==> src/rtl/lfsr_pkg.sv <==
// Shared definitions for the LFSR pattern source: FSM encoding and the
// maximal-length tap table (Xilinx XAPP 052, table 3), indexed [1:32].
package lfsr_pkg;

    typedef enum logic [1:0] {
        S_IDLE = 2'd0,
        S_RUN  = 2'd1,
        S_STOP = 2'd2
    } fsm_e;

    // Unused tap slots are passed as 0.
    function automatic logic [1:32] tap_set(input int a, input int b, input int c, input int d);
        logic [1:32] m;
        m = '0;
        m = m | (32'h8000_0000 >> (a - 1));
        m = m | (32'h8000_0000 >> (b - 1));
        if (c != 0) m = m | (32'h8000_0000 >> (c - 1));
        if (d != 0) m = m | (32'h8000_0000 >> (d - 1));
        return m;
    endfunction

    function automatic logic [1:32] lfsr_taps(input int n);
        case (n)
            3:       return tap_set(3, 2, 0, 0);
            4:       return tap_set(4, 3, 0, 0);
            5:       return tap_set(5, 3, 0, 0);
            6:       return tap_set(6, 5, 0, 0);
            7:       return tap_set(7, 6, 0, 0);
            8:       return tap_set(8, 6, 5, 4);
            9:       return tap_set(9, 5, 0, 0);
            10:      return tap_set(10, 7, 0, 0);
            11:      return tap_set(11, 9, 0, 0);
            12:      return tap_set(12, 6, 4, 1);
            13:      return tap_set(13, 4, 3, 1);
            14:      return tap_set(14, 5, 3, 1);
            15:      return tap_set(15, 14, 0, 0);
            16:      return tap_set(16, 15, 13, 4);
            17:      return tap_set(17, 14, 0, 0);
            18:      return tap_set(18, 11, 0, 0);
            19:      return tap_set(19, 6, 2, 1);
            20:      return tap_set(20, 17, 0, 0);
            21:      return tap_set(21, 19, 0, 0);
            22:      return tap_set(22, 21, 0, 0);
            23:      return tap_set(23, 18, 0, 0);
            24:      return tap_set(24, 23, 22, 17);
            25:      return tap_set(25, 22, 0, 0);
            26:      return tap_set(26, 6, 2, 1);
            27:      return tap_set(27, 5, 2, 1);
            28:      return tap_set(28, 25, 0, 0);
            29:      return tap_set(29, 27, 0, 0);
            30:      return tap_set(30, 6, 4, 1);
            31:      return tap_set(31, 28, 0, 0);
            32:      return tap_set(32, 22, 2, 1);
            default: return '0;
        endcase
    endfunction

endpackage

==> src/rtl/lfsr_stream_if.sv <==
// Seed, control and output-stream bundle of the LFSR pattern source.
// master = consumer/controller side, slave = the generator.
interface lfsr_stream_if #(
    parameter int N = 8
);
    import lfsr_pkg::*;

    // Both channels are strict valid/ready: a transfer happens on a rising clk edge
    // where valid && ready; the offering side holds valid and data stable until then,
    // and neither ready depends combinationally on the other side's valid.
    logic [1:N]   seed_data;
    logic         seed_valid;
    logic         seed_ready;
    logic         start;
    logic         stop;
    logic [1:N]   out_data;
    logic         out_valid;
    logic         out_ready;
    logic         wrap;
    logic [N-1:0] step_cnt;
    logic         seed_err;
    fsm_e         fsm_state;

    modport master (
        output seed_data, seed_valid, start, stop, out_ready,
        input  seed_ready, out_data, out_valid, wrap, step_cnt, seed_err, fsm_state
    );

    modport slave (
        input  seed_data, seed_valid, start, stop, out_ready,
        output seed_ready, out_data, out_valid, wrap, step_cnt, seed_err, fsm_state
    );

endinterface

==> src/rtl/lfsr_step.sv <==
// One combinational LFSR step, state [1:N] (bit 1 = MSB). Shared by the
// generator and the future PRBS checker.
module lfsr_step
    import lfsr_pkg::*;
#(
    parameter int          N      = 8,
    parameter int          GALOIS = 0,
    parameter logic [1:32] TAPS   = lfsr_taps(N)
) (
    input  logic [1:N] z,
    output logic [1:N] z_nxt
);

    localparam logic [1:N] MASK = TAPS[1:N];

    generate
        if (GALOIS != 0) begin : g_galois
            // Tap t feeds position t+1, so the mask moves one place toward the LSB.
            localparam logic [1:N] SHIFTED = {1'b0, MASK[1:N-1]};
            assign z_nxt = {z[N], z[1:N-1]} ^ (z[N] ? SHIFTED : '0);
        end else begin : g_fib
            assign z_nxt = {^(z & MASK), z[1:N-1]};
        end
    endgenerate

endmodule

==> src/rtl/lfsr_stream.sv <==
// Maximal-length LFSR pattern source: seed load in IDLE, start/stop control,
// valid/ready output stream, wrap detection and step counting.
module lfsr_stream
    import lfsr_pkg::*;
#(
    parameter int N      = 8,
    parameter int GALOIS = 0
) (
    input  logic          clk,
    input  logic          rst,
    lfsr_stream_if.slave  bus
);

    localparam logic [1:N]   ONE     = {{(N-1){1'b0}}, 1'b1};
    localparam logic [N-1:0] CNT_ONE = {{(N-1){1'b0}}, 1'b1};

    fsm_e         state_q;
    fsm_e         state_d;
    logic [1:N]   z_q;
    logic [1:N]   z_nxt;
    logic [1:N]   seed_q;
    logic [1:N]   seed_load;
    logic [N-1:0] cnt_q;
    logic         wrap_q;
    logic         err_q;
    logic         seed_zero;
    logic         seed_hs;
    logic         beat;

    lfsr_step #(.N(N), .GALOIS(GALOIS)) u_step (
        .z     (z_q),
        .z_nxt (z_nxt)
    );

    assign seed_hs   = bus.seed_valid && (state_q == S_IDLE);
    assign beat      = bus.out_ready && (state_q != S_IDLE);
    assign seed_zero = (bus.seed_data == '0);
    // The all-zero state would lock up, so a zero seed becomes 1.
    assign seed_load = seed_zero ? ONE : bus.seed_data;

    always_ff @(posedge clk or posedge rst) begin
        if (rst) begin
            state_q <= S_IDLE;
        end else begin
            state_q <= state_d;
        end
    end

    always_comb begin
        state_d = state_q;
        case (state_q)
            S_IDLE:  if (bus.start) state_d = S_RUN;
            S_RUN:   if (bus.stop) state_d = beat ? S_IDLE : S_STOP;
            S_STOP:  if (beat) state_d = S_IDLE;
            default: state_d = S_IDLE;
        endcase
    end

    always_ff @(posedge clk or posedge rst) begin
        if (rst) begin
            z_q    <= ONE;
            seed_q <= ONE;
            cnt_q  <= '0;
            wrap_q <= 1'b0;
            err_q  <= 1'b0;
        end else begin
            wrap_q <= 1'b0;
            if (seed_hs) begin
                z_q    <= seed_load;
                seed_q <= seed_load;
                cnt_q  <= '0;
                err_q  <= seed_zero;
            end else if (beat) begin
                z_q <= z_nxt;
                if (z_nxt == seed_q) begin
                    wrap_q <= 1'b1;
                    cnt_q  <= '0;
                end else begin
                    cnt_q <= cnt_q + CNT_ONE;
                end
            end
        end
    end

    assign bus.seed_ready = (state_q == S_IDLE);
    assign bus.out_valid  = (state_q != S_IDLE);
    assign bus.out_data   = z_q;
    assign bus.wrap       = wrap_q;
    assign bus.step_cnt   = cnt_q;
    assign bus.seed_err   = err_q;
    assign bus.fsm_state  = state_q;

endmodule

==> src/flat_wrapper.sv <==
// flat-port wrapper written by rule: the top's interface ports become plain ports
module lfsr_stream_flat import lfsr_pkg::*;
#(
    parameter int N      = 8,
    parameter int GALOIS = 0
)
  (clk, rst, bus_seed_data, bus_seed_valid, bus_start, bus_stop, bus_out_ready, bus_seed_ready, bus_out_data, bus_out_valid, bus_wrap, bus_step_cnt, bus_seed_err, bus_fsm_state);
  lfsr_stream_if #(.N(N)) bus_i ();
  input  logic clk;
  input  logic rst;
  input wire logic [$bits(bus_i.seed_data)-1:0] bus_seed_data;
  input wire logic [$bits(bus_i.seed_valid)-1:0] bus_seed_valid;
  input wire logic [$bits(bus_i.start)-1:0] bus_start;
  input wire logic [$bits(bus_i.stop)-1:0] bus_stop;
  input wire logic [$bits(bus_i.out_ready)-1:0] bus_out_ready;
  output wire logic [$bits(bus_i.seed_ready)-1:0] bus_seed_ready;
  output wire logic [$bits(bus_i.out_data)-1:0] bus_out_data;
  output wire logic [$bits(bus_i.out_valid)-1:0] bus_out_valid;
  output wire logic [$bits(bus_i.wrap)-1:0] bus_wrap;
  output wire logic [$bits(bus_i.step_cnt)-1:0] bus_step_cnt;
  output wire logic [$bits(bus_i.seed_err)-1:0] bus_seed_err;
  output wire logic [$bits(bus_i.fsm_state)-1:0] bus_fsm_state;
  assign bus_i.seed_data = bus_seed_data;
  assign bus_i.seed_valid = bus_seed_valid;
  assign bus_i.start = bus_start;
  assign bus_i.stop = bus_stop;
  assign bus_i.out_ready = bus_out_ready;
  assign bus_seed_ready = bus_i.seed_ready;
  assign bus_out_data = bus_i.out_data;
  assign bus_out_valid = bus_i.out_valid;
  assign bus_wrap = bus_i.wrap;
  assign bus_step_cnt = bus_i.step_cnt;
  assign bus_seed_err = bus_i.seed_err;
  assign bus_fsm_state = bus_i.fsm_state;
  lfsr_stream #(.N(N), .GALOIS(GALOIS)) u_core (.clk(clk), .rst(rst), .bus(bus_i));
endmodule
==> config.mk <==
export PLATFORM = sky130hd
export DESIGN_NAME = lfsr_stream_flat
export DESIGN_NICKNAME = d
export VERILOG_FILES = /design/src/rtl/lfsr_pkg.sv /design/src/rtl/lfsr_stream_if.sv /design/src/rtl/lfsr_step.sv /design/src/rtl/lfsr_stream.sv /design/src/flat_wrapper.sv
export SDC_FILE = /design/constraint.sdc
export NUM_CORES = 1
export LEC_CHECK = 0
export BUFFER_PORTS_ARGS = -buffer_cell sky130_fd_sc_hd__buf_2
export CAP_MARGIN = 15
export CORE_AREA = 4 4 58 60
export CTS_CLUSTER_DIAMETER = 50
export DETAILED_ROUTE_END_ITERATION = 12
export DIE_AREA = 0 0 62 64
export HOLD_SLACK_MARGIN = 0.15
export PLACE_DENSITY_LB_ADDON = 0.08
export SLEW_MARGIN = 20
export SYNTH_ARGS = -nofsm -noshare
export SYNTH_HDL_FRONTEND = slang
export SYNTH_SLANG_ARGS = --single-unit
==> constraint.sdc <==
create_clock -name clk -period 2 [get_ports clk]
set_clock_uncertainty 0.1 [all_clocks]
set_input_delay 0.1 -clock clk [delete_from_list [all_inputs] [get_ports clk]]
set_output_delay 0.1 -clock clk [all_outputs]
set_load 0.02 [all_outputs]
==> results.toml, run 1 <==
[global_routing]
grt_pass1_vias = 1249
grt_pass1_wl_um = 5690
grt_max_degree = 29
grt_overflow = 0
antenna_found_initial = 0
track_usage_pct = 18.8

[power]
leakagePower_uw = 0.000987
power.total_uw = 1960
p_int_uw = 1200
power_switching_uw = 752
netSwitchingFraction_pct = 38.5
clkPwrFrac_pct = 13.9
power_frac_seq_pct = 43.6
p_per_area_nw_per_um2 = 1050
peakVddDrop_mv = 0.599
pwr-share-comb_pct = 42.4

[placement]
placed_area_um2 = 1630
port_buffers = 35
gp_congestion = 0.795
dpl.hpwl_um = 2260

[yosys]
synth_cell_types = 34
yosys_warnings = 0
synthesis.nets = 162
yosysSeqAreaShare_pct = 51.0
syn_area_per_cell_um2 = 9.39
syn-cell-area_um2 = 1380
syn_inst = 147
ys_ff_latch = 28

[worst_setup_path]
cp.arrival_ps = 2010
setup.worst_path.class = "register to register"
startpoint_type = "register"
cp-end-kind = "register"
path_max_fanout = 5
cp.required_ps = 2130

[status]
status = "finished, final reports clean"

[layout]
n_antenna_cell = 0
nNetsFinal = 224
area_growth_pct = 34.5
drive_above_1_share_pct = 27.9
final_cell_area_um2 = 1860
fin_util_pct = 63.4

[timing]
max_freq_mhz = 533
timing.final.crit_share_pct = 93.8
rsz0062_at_grt = "no"
min_period_ps = 1880
hold_ws_ps = 253
setup_viol = 0
tns_ps = 0
tightest_slew_ps = 355
slew_viol_final = 0
finalHoldViolations = 0
slew_headroom_pct = 76.4

[floorplan]
dieHeight_um = 64
die_width_um = 62
top_level_ports = 36
die_area_um2 = 3970
start_util_pct = 47.1
core.rowCount = 20
core_um2 = 2930

[routing]
viasPerCell = 5.10
wl_um = 3200
final_antenna_net_count = 0
drt-initial-drc-count = 54
drc = 0
drt_first_pass_iters = 4
vias = 1228
avgRoutedWirePerCell_um = 13.3

[cts]
clockBufferDepth = 2
cts_tree = "yes"
cts-root-buf = "clkbuf_4"
cts.clk_slew.worst_paths_ps = 140
cts.sinks = 28
h-tree-depth = 1
insertion_delay_ps = 320
numCtsBuffers = 3
cts_setup_buffers = 0

[job]
cap_violations = 0

[hold_path]
hold_path_class = "input port to async pin"
-- cells in the mapped netlist --
cell type / count / area (um2)
a22oi_1: 1 / 7.51
xnor3_1: 1 / 22.5
nor2b_1: 3 / 18.8
a221o_1: 1 / 10.0
dfrtp_1: 26 / 651
xnor2_1: 2 / 17.5
and3_1: 1 / 6.26
xnor2_2: 1 / 16.3
a21o_1: 2 / 15.0
a31oi_2: 1 / 12.5
inv_1: 3 / 11.3
o211ai_1: 1 / 7.51
ha_1: 1 / 12.5
nor3_1: 1 / 5.00
a32o_1: 1 / 10.0
nand3_1: 11 / 55.1
mux2i_1: 1 / 10.0
nor3b_1: 1 / 7.51
mux2_2: 2 / 22.5
nor2_1: 13 / 48.8
nor4_1: 2 / 12.5
clkbuf_1: 1 / 3.75
a22o_1: 3 / 26.3
nand2_1: 45 / 169
o21ai_0: 3 / 15.0
buf_2: 3 / 15.0
and2_1: 1 / 6.26
xor2_1: 7 / 61.3
or2_2: 2 / 12.5
a31oi_1: 1 / 6.26
dfstp_2: 2 / 52.6
buf_6: 1 / 11.3
a21o_2: 1 / 8.76
nor4_2: 1 / 12.5
-- what timing repair did --
action / 4_1_cts / 5_1_grt
endpoints found under the hold margin: 48 / 0
resized for setup: 0 / 1
endpoints found under the setup margin: 0 / 5
hold buffers: 19 / 0
-- layout make-up --
class | count | area [um2]
sequential | 28 | 703
inverter | 3 | 11.3
multi-input combinational | 111 | 638
clock buffer | 4 | 36.3
timing repair buffer | 62 | 425
fill | 248 | 1070
tap | 33 | 41.3
-- worst paths after layout --
check / start / end / slack [ps] / depth (start not counted)
hold reg to reg: u_core.seed_q[4] / u_core.seed_q[4] / 420 / 2
setup / recovery: u_core.bus.out_data[4] / u_core.bus.step_cnt[7] / 120 / 6
min in group clk: u_core.seed_q[4] / u_core.seed_q[4] / 420 / 2
max in group asynchronous: rst / u_core.seed_q[8] / 1250 / 4
hold / removal: rst / u_core.bus.wrap / 250 / 4
setup reg to reg: u_core.bus.out_data[4] / u_core.bus.step_cnt[7] / 120 / 6
-- cells by family after synthesis --
kind of cell | Yosys count | share of synthesized area (%)
and+or+nand+nor | 81 | 25.7
AOI/OAI and AO/OA | 15 | 8.61
adders and majority gates | 1 | 0.906
DFF | 28 | 51.0
xor gates and xnor gates | 11 | 8.52
muxes | 3 | 2.36
buffers and inverters | 8 | 2.99
-- cells in the final DEF, fill, tap and decap left out, types with 7 or more instances in the layout --
| cell | synthesis | layout |
|---|---|---|
| nand2_1 | 45 | 45 |
| buf_2 | 3 | 35 |
| dfrtp_1 | 26 | 26 |
| dlygate4sd3_1 | 0 | 19 |
| nor2_1 | 13 | 12 |
| nand3_1 | 11 | 11 |
| buf_4 | 0 | 8 |
| xor2_1 | 7 | 7 |
-- worst max-delay path: stages, from the launching register on --
cell and delay, ps:
dfrtp_1 470, xor2_1 200, nor4_2 330, a31oi_2 160
buf_4 170, a21o_2 180, a22o_1 170
-- power groups by stage --
stage | clock (uW) | combinational (uW) | sequential (uW)
after global routing | 317 | 911 | 885
after CTS | 291 | 833 | 853
final | 273 | 829 | 853
after floorplan | 0 | 441 | 952
after global placement | 0 | 760 | 854
after detailed placement | 0 | 771 | 863
-- metrics by stage --
| stage | instances | worst slack [ps] |
|---|---|---|
| after floorplan | 147 | 21.8 |
| after global placement | 218 | 186 |
| after detailed placement | 218 | 129 |
| after CTS | 241 | 112 |
| after global routing | 241 | 13.5 |
| final | 241 | 123 |
-- metal layers --
metal | global-route usage (%) | wire length [um] | part of all wire [%]
met2 | 31.0 | 1690 | 53
met1 | 24.7 | 1350 | 42
met3 | 3.03 | 136 | 4.3
met5 | 0 | 0 | 0
met4 | 5.57 | 30 | 0.94
-- sequential cells by signal, indices dropped and copies added (netlist names) --
register,cells
u_core.bus.step_cnt,8
u_core.seed_q,8
u_core.bus.out_data,8
u_core.bus.fsm_state,2
u_core.bus.seed_err,1
u_core.bus.wrap,1
(Power assumes the default switching activity.)
==> run 2: changes to the inputs <==
--- a/config.mk
+++ b/config.mk
@@ -7,10 +7,10 @@
 export LEC_CHECK = 0
 export BUFFER_PORTS_ARGS = -buffer_cell sky130_fd_sc_hd__buf_2
 export CAP_MARGIN = 15
-export CORE_AREA = 4 4 58 60
+export CORE_AREA = 4 4 56 58
 export CTS_CLUSTER_DIAMETER = 50
 export DETAILED_ROUTE_END_ITERATION = 12
-export DIE_AREA = 0 0 62 64
+export DIE_AREA = 0 0 60 62
 export HOLD_SLACK_MARGIN = 0.15
 export PLACE_DENSITY_LB_ADDON = 0.08
 export SLEW_MARGIN = 20
==> constraint.sdc (replaced) <==
create_clock -name clk -period 2.4 [get_ports clk]
set_clock_uncertainty 0.1 [all_clocks]
set_input_delay 0.12 -clock clk [delete_from_list [all_inputs] [get_ports clk]]
set_output_delay 0.12 -clock clk [all_outputs]
set_load 0.02 [all_outputs]
==> run 2 against run 1 <==
Non-clock buffer count down 10. Sequential power fell by 16%. Sequential cell count unchanged. Combinational power down 22%. Critical endpoint is now u_core.bus.step_cnt[5]. Largest cell class unchanged.
==> results.toml, run 2 (synthesized netlist as in run 1, its figures left out) <==
[status]
status = "finished, final reports clean"

[timing]
finalWorstSetupSlack_ps = 330
min_period_ps = 2070
slew_headroom_pct = 60.7
max_freq_mhz = 483
timing.final.crit_share_pct = 86.3
setup_viol = 0
rsz0062_at_grt = "no"
finalHoldViolations = 0
slew_viol_final = 0
tightest_slew_ps = 589
hold_ws_ps = 183
tns_ps = 0

[global_routing]
grt_pass1_wl_um = 5310
grt_pass1_vias = 1207
antenna_found_initial = 0
grt_max_degree = 29
grt_overflow = 0
track_usage_pct = 19.2

[power]
peakVddDrop_mv = 0.688
leakagePower_uw = 0.000945
p_per_area_nw_per_um2 = 940

[routing]
dr_wl_met2_um = 1470
drt-met1-wl_um = 1450
vias = 1218
drc = 0
drt_first_pass_iters = 4
top_signal_layer_used = "met4"
dr_wl_met3_um = 220
viasPerCell = 5.32
final_antenna_net_count = 0
avgRoutedWirePerCell_um = 14.0
wl_um = 3200
drt-initial-drc-count = 27

[hold_path]
hold_path_class = "input port to register"
hp-start = "bus_seed_valid"
hold_depth = 5
whs_endpoint = "u_core.bus.out_data[3]"

[layout]
stdcell_count = 229
multiInputGateArea_um2 = 636
nFillCells = 239
final_cell_mix = "nand2_1 (45), buf_2 (35), dfrtp_1 (26)"
drive_above_1_share_pct = 26.8
regArea_um2 = 703
final_common_cell = "nand2_1"
area_growth_pct = 28.7
nNetsFinal = 214
n_antenna_cell = 0

[cts]
insertion_delay_ps = 330
clockBufferDepth = 2
cts_tree = "yes"
cts.sinks = 28
cts_resized = 0
h-tree-depth = 1
numCtsBuffers = 3
cts-root-buf = "clkbuf_4"
cts.clk_slew.worst_paths_ps = 150
hold_buffers = 13
cts_setup_buffers = 0

[worst_setup_path]
setup.worst_path.class = "register to register"
rr_startpoint = "u_core.bus.out_data[4]"
startpoint_type = "register"
cp-end-kind = "register"
path_max_fanout = 12
r2r-end = "u_core.bus.step_cnt[5]"
cp.required_ps = 2540
r2r_cells = 5
ff2ff_setup_slack_ps = 330
cp.arrival_ps = 2210

[floorplan]
dieHeight_um = 62
start_util_pct = 51.8
core.rowCount = 19
top_level_ports = 36
die_width_um = 60
die_area_um2 = 3720
core_um2 = 2660

[placement]
dpl.hpwl_um = 2320
pre_cts_ws_ps = 354
dp_cells = 212
port_buffers = 35
gp_congestion = 0.850

[job]
cap_violations = 0
run 2: cell types whose count changed in the layout (fill, tap and decap cells not counted), sizes merged:
cell,previous run,this run
dlygate4sd3,19,13
clkbuf,4,3
buf,43,39
bufinv,0,1
run 2: worst max-delay path by stage:
stage                                 start                     end
floorplan           u_core.bus.fsm_state[0]  u_core.bus.step_cnt[6]
global placement     u_core.bus.out_data[4]  u_core.bus.step_cnt[5]
detailed placement   u_core.bus.out_data[4]  u_core.bus.step_cnt[5]
CTS                  u_core.bus.out_data[4]  u_core.bus.step_cnt[5]
global route        u_core.bus.fsm_state[0]  u_core.bus.step_cnt[7]
finish               u_core.bus.out_data[4]  u_core.bus.step_cnt[5]
run 2: layer usage:
layer / track usage (%) / vias up
li1: - / 591
met1: 24.6 / 581
met2: 31.8 / 39
met3: 4.34 / 7
met4: 6.96 / 0
met5: 0 / -
run 2: area by class of cell:
| cell class | count | area share, % |
|---|---|---|
| Clock buffer | 3 | 1.27 |
| Clock inverter | 1 | 1.69 |
| Inverter | 3 | 0.634 |
| Multi-Input combinational cell | 111 | 35.8 |
| Sequential cell | 28 | 39.6 |
| Tap cell | 31 | 2.18 |
| Timing Repair Buffer | 52 | 18.9 |
run 2: stage by stage:
step	util (%)	cell area [um2]	power, uW
2_1_floorplan	-	1380	1160
3_3_place_gp	59.9	1590	1350
3_5_place_dp	59.9	1590	1350
4_1_cts	66.7	1780	1680
5_1_grt	66.7	1780	1780
6_report	66.7	1780	1670
run 2: critical path, cell delays in order (launching register included):
cell and delay, ps:
dfrtp_1 490, xor2_1 200, nor4_2 390, a31oi_2 290, and3_1 250, a221o_1 250
run 2: where the power goes:
group	switching (uW)	total [uW]	leakage, uW	internal, uW
clock	144	313	0.0000279	169
combinational	360	643	0.000561	283
sequential	128	715	0.000356	587
total	632	1670	0.000945	1040
==> run 3: changes to the inputs <==
--- a/config.mk
+++ b/config.mk
@@ -7,10 +7,11 @@
 export LEC_CHECK = 0
 export BUFFER_PORTS_ARGS = -buffer_cell sky130_fd_sc_hd__buf_2
 export CAP_MARGIN = 15
-export CORE_AREA = 4 4 56 58
+export CORE_AREA = 4 4 54 56
+export CTS_BUF_LIST = sky130_fd_sc_hd__clkbuf_4
 export CTS_CLUSTER_DIAMETER = 50
 export DETAILED_ROUTE_END_ITERATION = 12
-export DIE_AREA = 0 0 60 62
+export DIE_AREA = 0 0 58 60
 export HOLD_SLACK_MARGIN = 0.15
 export PLACE_DENSITY_LB_ADDON = 0.08
 export SLEW_MARGIN = 20
==> run 3 against run 2 <==
Sequential cell count unchanged. Design area is 0.70% lower. Die area is 6.5% lower. Critical path type unchanged. Register-to-register slack worse by 70 ps. Wire length grew 2.5%. Worst setup slack got worse by 73 ps. Critical path depth unchanged. Sequential power barely moved. Critical endpoint unchanged. Core utilization grew 5.8 points. Total power decreased by 6.4%. Combinational power rose by 1%.
==> results.toml, run 3 (synthesized netlist as in run 1, its figures left out) <==
[cts]
h-tree-depth = 1
clockBufferDepth = 2
cts-root-buf = "clkbuf_4"
cts_tree = "yes"
insertion_delay_ps = 320
numCtsBuffers = 3
cts_setup_buffers = 0
cts.sinks = 28
cts.clk_slew.worst_paths_ps = 150

[routing]
viasPerCell = 5.32
drc = 0
dr_wl_met2_um = 1650
wl_um = 3270
avgRoutedWirePerCell_um = 14.2
dr_wl_met3_um = 198
final_antenna_net_count = 0
drt-met1-wl_um = 1410
drt_first_pass_iters = 4
drt-initial-drc-count = 51
vias = 1224
top_signal_layer_used = "met4"

[timing]
max_freq_mhz = 466
finalHoldViolations = 0
slew_viol_final = 0
tns_ps = 0
setup_viol = 0
min_period_ps = 2140
timing.final.crit_share_pct = 89.3
tightest_slew_ps = 539
slew_headroom_pct = 63.9
rsz0062_at_grt = "no"

[floorplan]
dieHeight_um = 60
die_width_um = 58
start_util_pct = 56.7
core_um2 = 2430
die_area_um2 = 3480
core.rowCount = 18
top_level_ports = 36

[worst_setup_path]
cp.arrival_ps = 2270
setup.worst_path.class = "register to register"
cp.required_ps = 2520
cp-end-kind = "register"
startpoint_type = "register"
path_max_fanout = 12

[layout]
final_cell_mix = "nand2_1 (45), buf_2 (35), dfrtp_1 (26)"
final_common_cell = "nand2_1"
nNetsFinal = 216
stdcell_count = 230
area_growth_pct = 27.8
drive_above_1_share_pct = 27.0
n_antenna_cell = 0

[placement]
port_buffers = 35
gp_congestion = 0.797
dp_cells = 213
dpl.hpwl_um = 2330

[status]
status = "finished, final reports clean"

[global_routing]
antenna_found_initial = 0
grt_max_degree = 29
grt_pass1_vias = 1222
grt_pass1_wl_um = 5510
grt_overflow = 0
track_usage_pct = 20.8

[power]
p_per_area_nw_per_um2 = 886
peakVddDrop_mv = 0.587
leakagePower_uw = 0.000942

[hold_path]
hold_path_class = "input port to register"

[job]
cap_violations = 0
[run 3: cell count changes in the layout (fill, tap and decap cells not counted), sizes merged]
cell / previous run / this run
buf: 39 / 41
bufinv: 1 / 0
clkinv: 0 / 1
[run 3: layout make-up]
class	count	area [um2]
Clock buffer	3	22.5
Clock inverter	1	3.75
Fill cell	184	668
Inverter	3	11.3
Multi-Input combinational cell	111	636
Sequential cell	28	703
Tap cell	30	37.5
Timing Repair Buffer	54	350
[run 3: worst paths after layout]
check / depth (start not counted) / slack (ps) / startpoint / end
setup / recovery: 5 / 260 / u_core.bus.out_data[4] / u_core.bus.step_cnt[5]
hold / removal: 5 / 200 / bus_seed_valid / u_core.seed_q[6]
setup reg to reg: 5 / 260 / u_core.bus.out_data[4] / u_core.bus.step_cnt[5]
hold reg to reg: 2 / 400 / u_core.bus.seed_err / u_core.bus.seed_err
max in group asynchronous: 4 / 1620 / rst / u_core.bus.out_data[8]
min in group asynchronous: 4 / 280 / rst / u_core.bus.out_data[2]
[run 3: power by group]
part,switching (uW),internal (uW)
Clock,138,61.0
Sequential,127,587
Combinational,362,289
Total,626,937
[run 3: timing repair]
action / 4_1_cts / 5_1_grt
gates resized for setup: 0 / 0
hold buffers: 13 / 0
hold endpoints to repair: 48 / 0
[run 3: metal layers]
metal | up-vias | global-route usage [%]
li1 | 595 | -
met1 | 584 | 27.7
met2 | 43 | 35.3
met3 | 2 | 2.59
met4 | 0 | 6.95
met5 | - | 0
[run 3: per-stage QoR]
stage / setup WS (ps) / utilization (%) / power [uW] / area [um2] / hold WS [ps]
2_1_floorplan: 422 / - / 1160 / 1380 / 83.9
3_3_place_gp: 426 / 66.1 / 1330 / 1610 / 93.9
3_5_place_dp: 286 / 66.1 / 1350 / 1610 / 98.0
4_1_cts: 259 / 72.5 / 1570 / 1760 / 204
5_1_grt: 157 / 72.5 / 1660 / 1760 / 238
6_report: 256 / 72.5 / 1560 / 1760 / 205
[run 3: worst max-delay path, stage by stage, from the launching register on]
cell	delay, ps
dfrtp_1	490
xor2_1	210
nor4_2	400
a31oi_2	300
and3_1	270
a221o_1	280
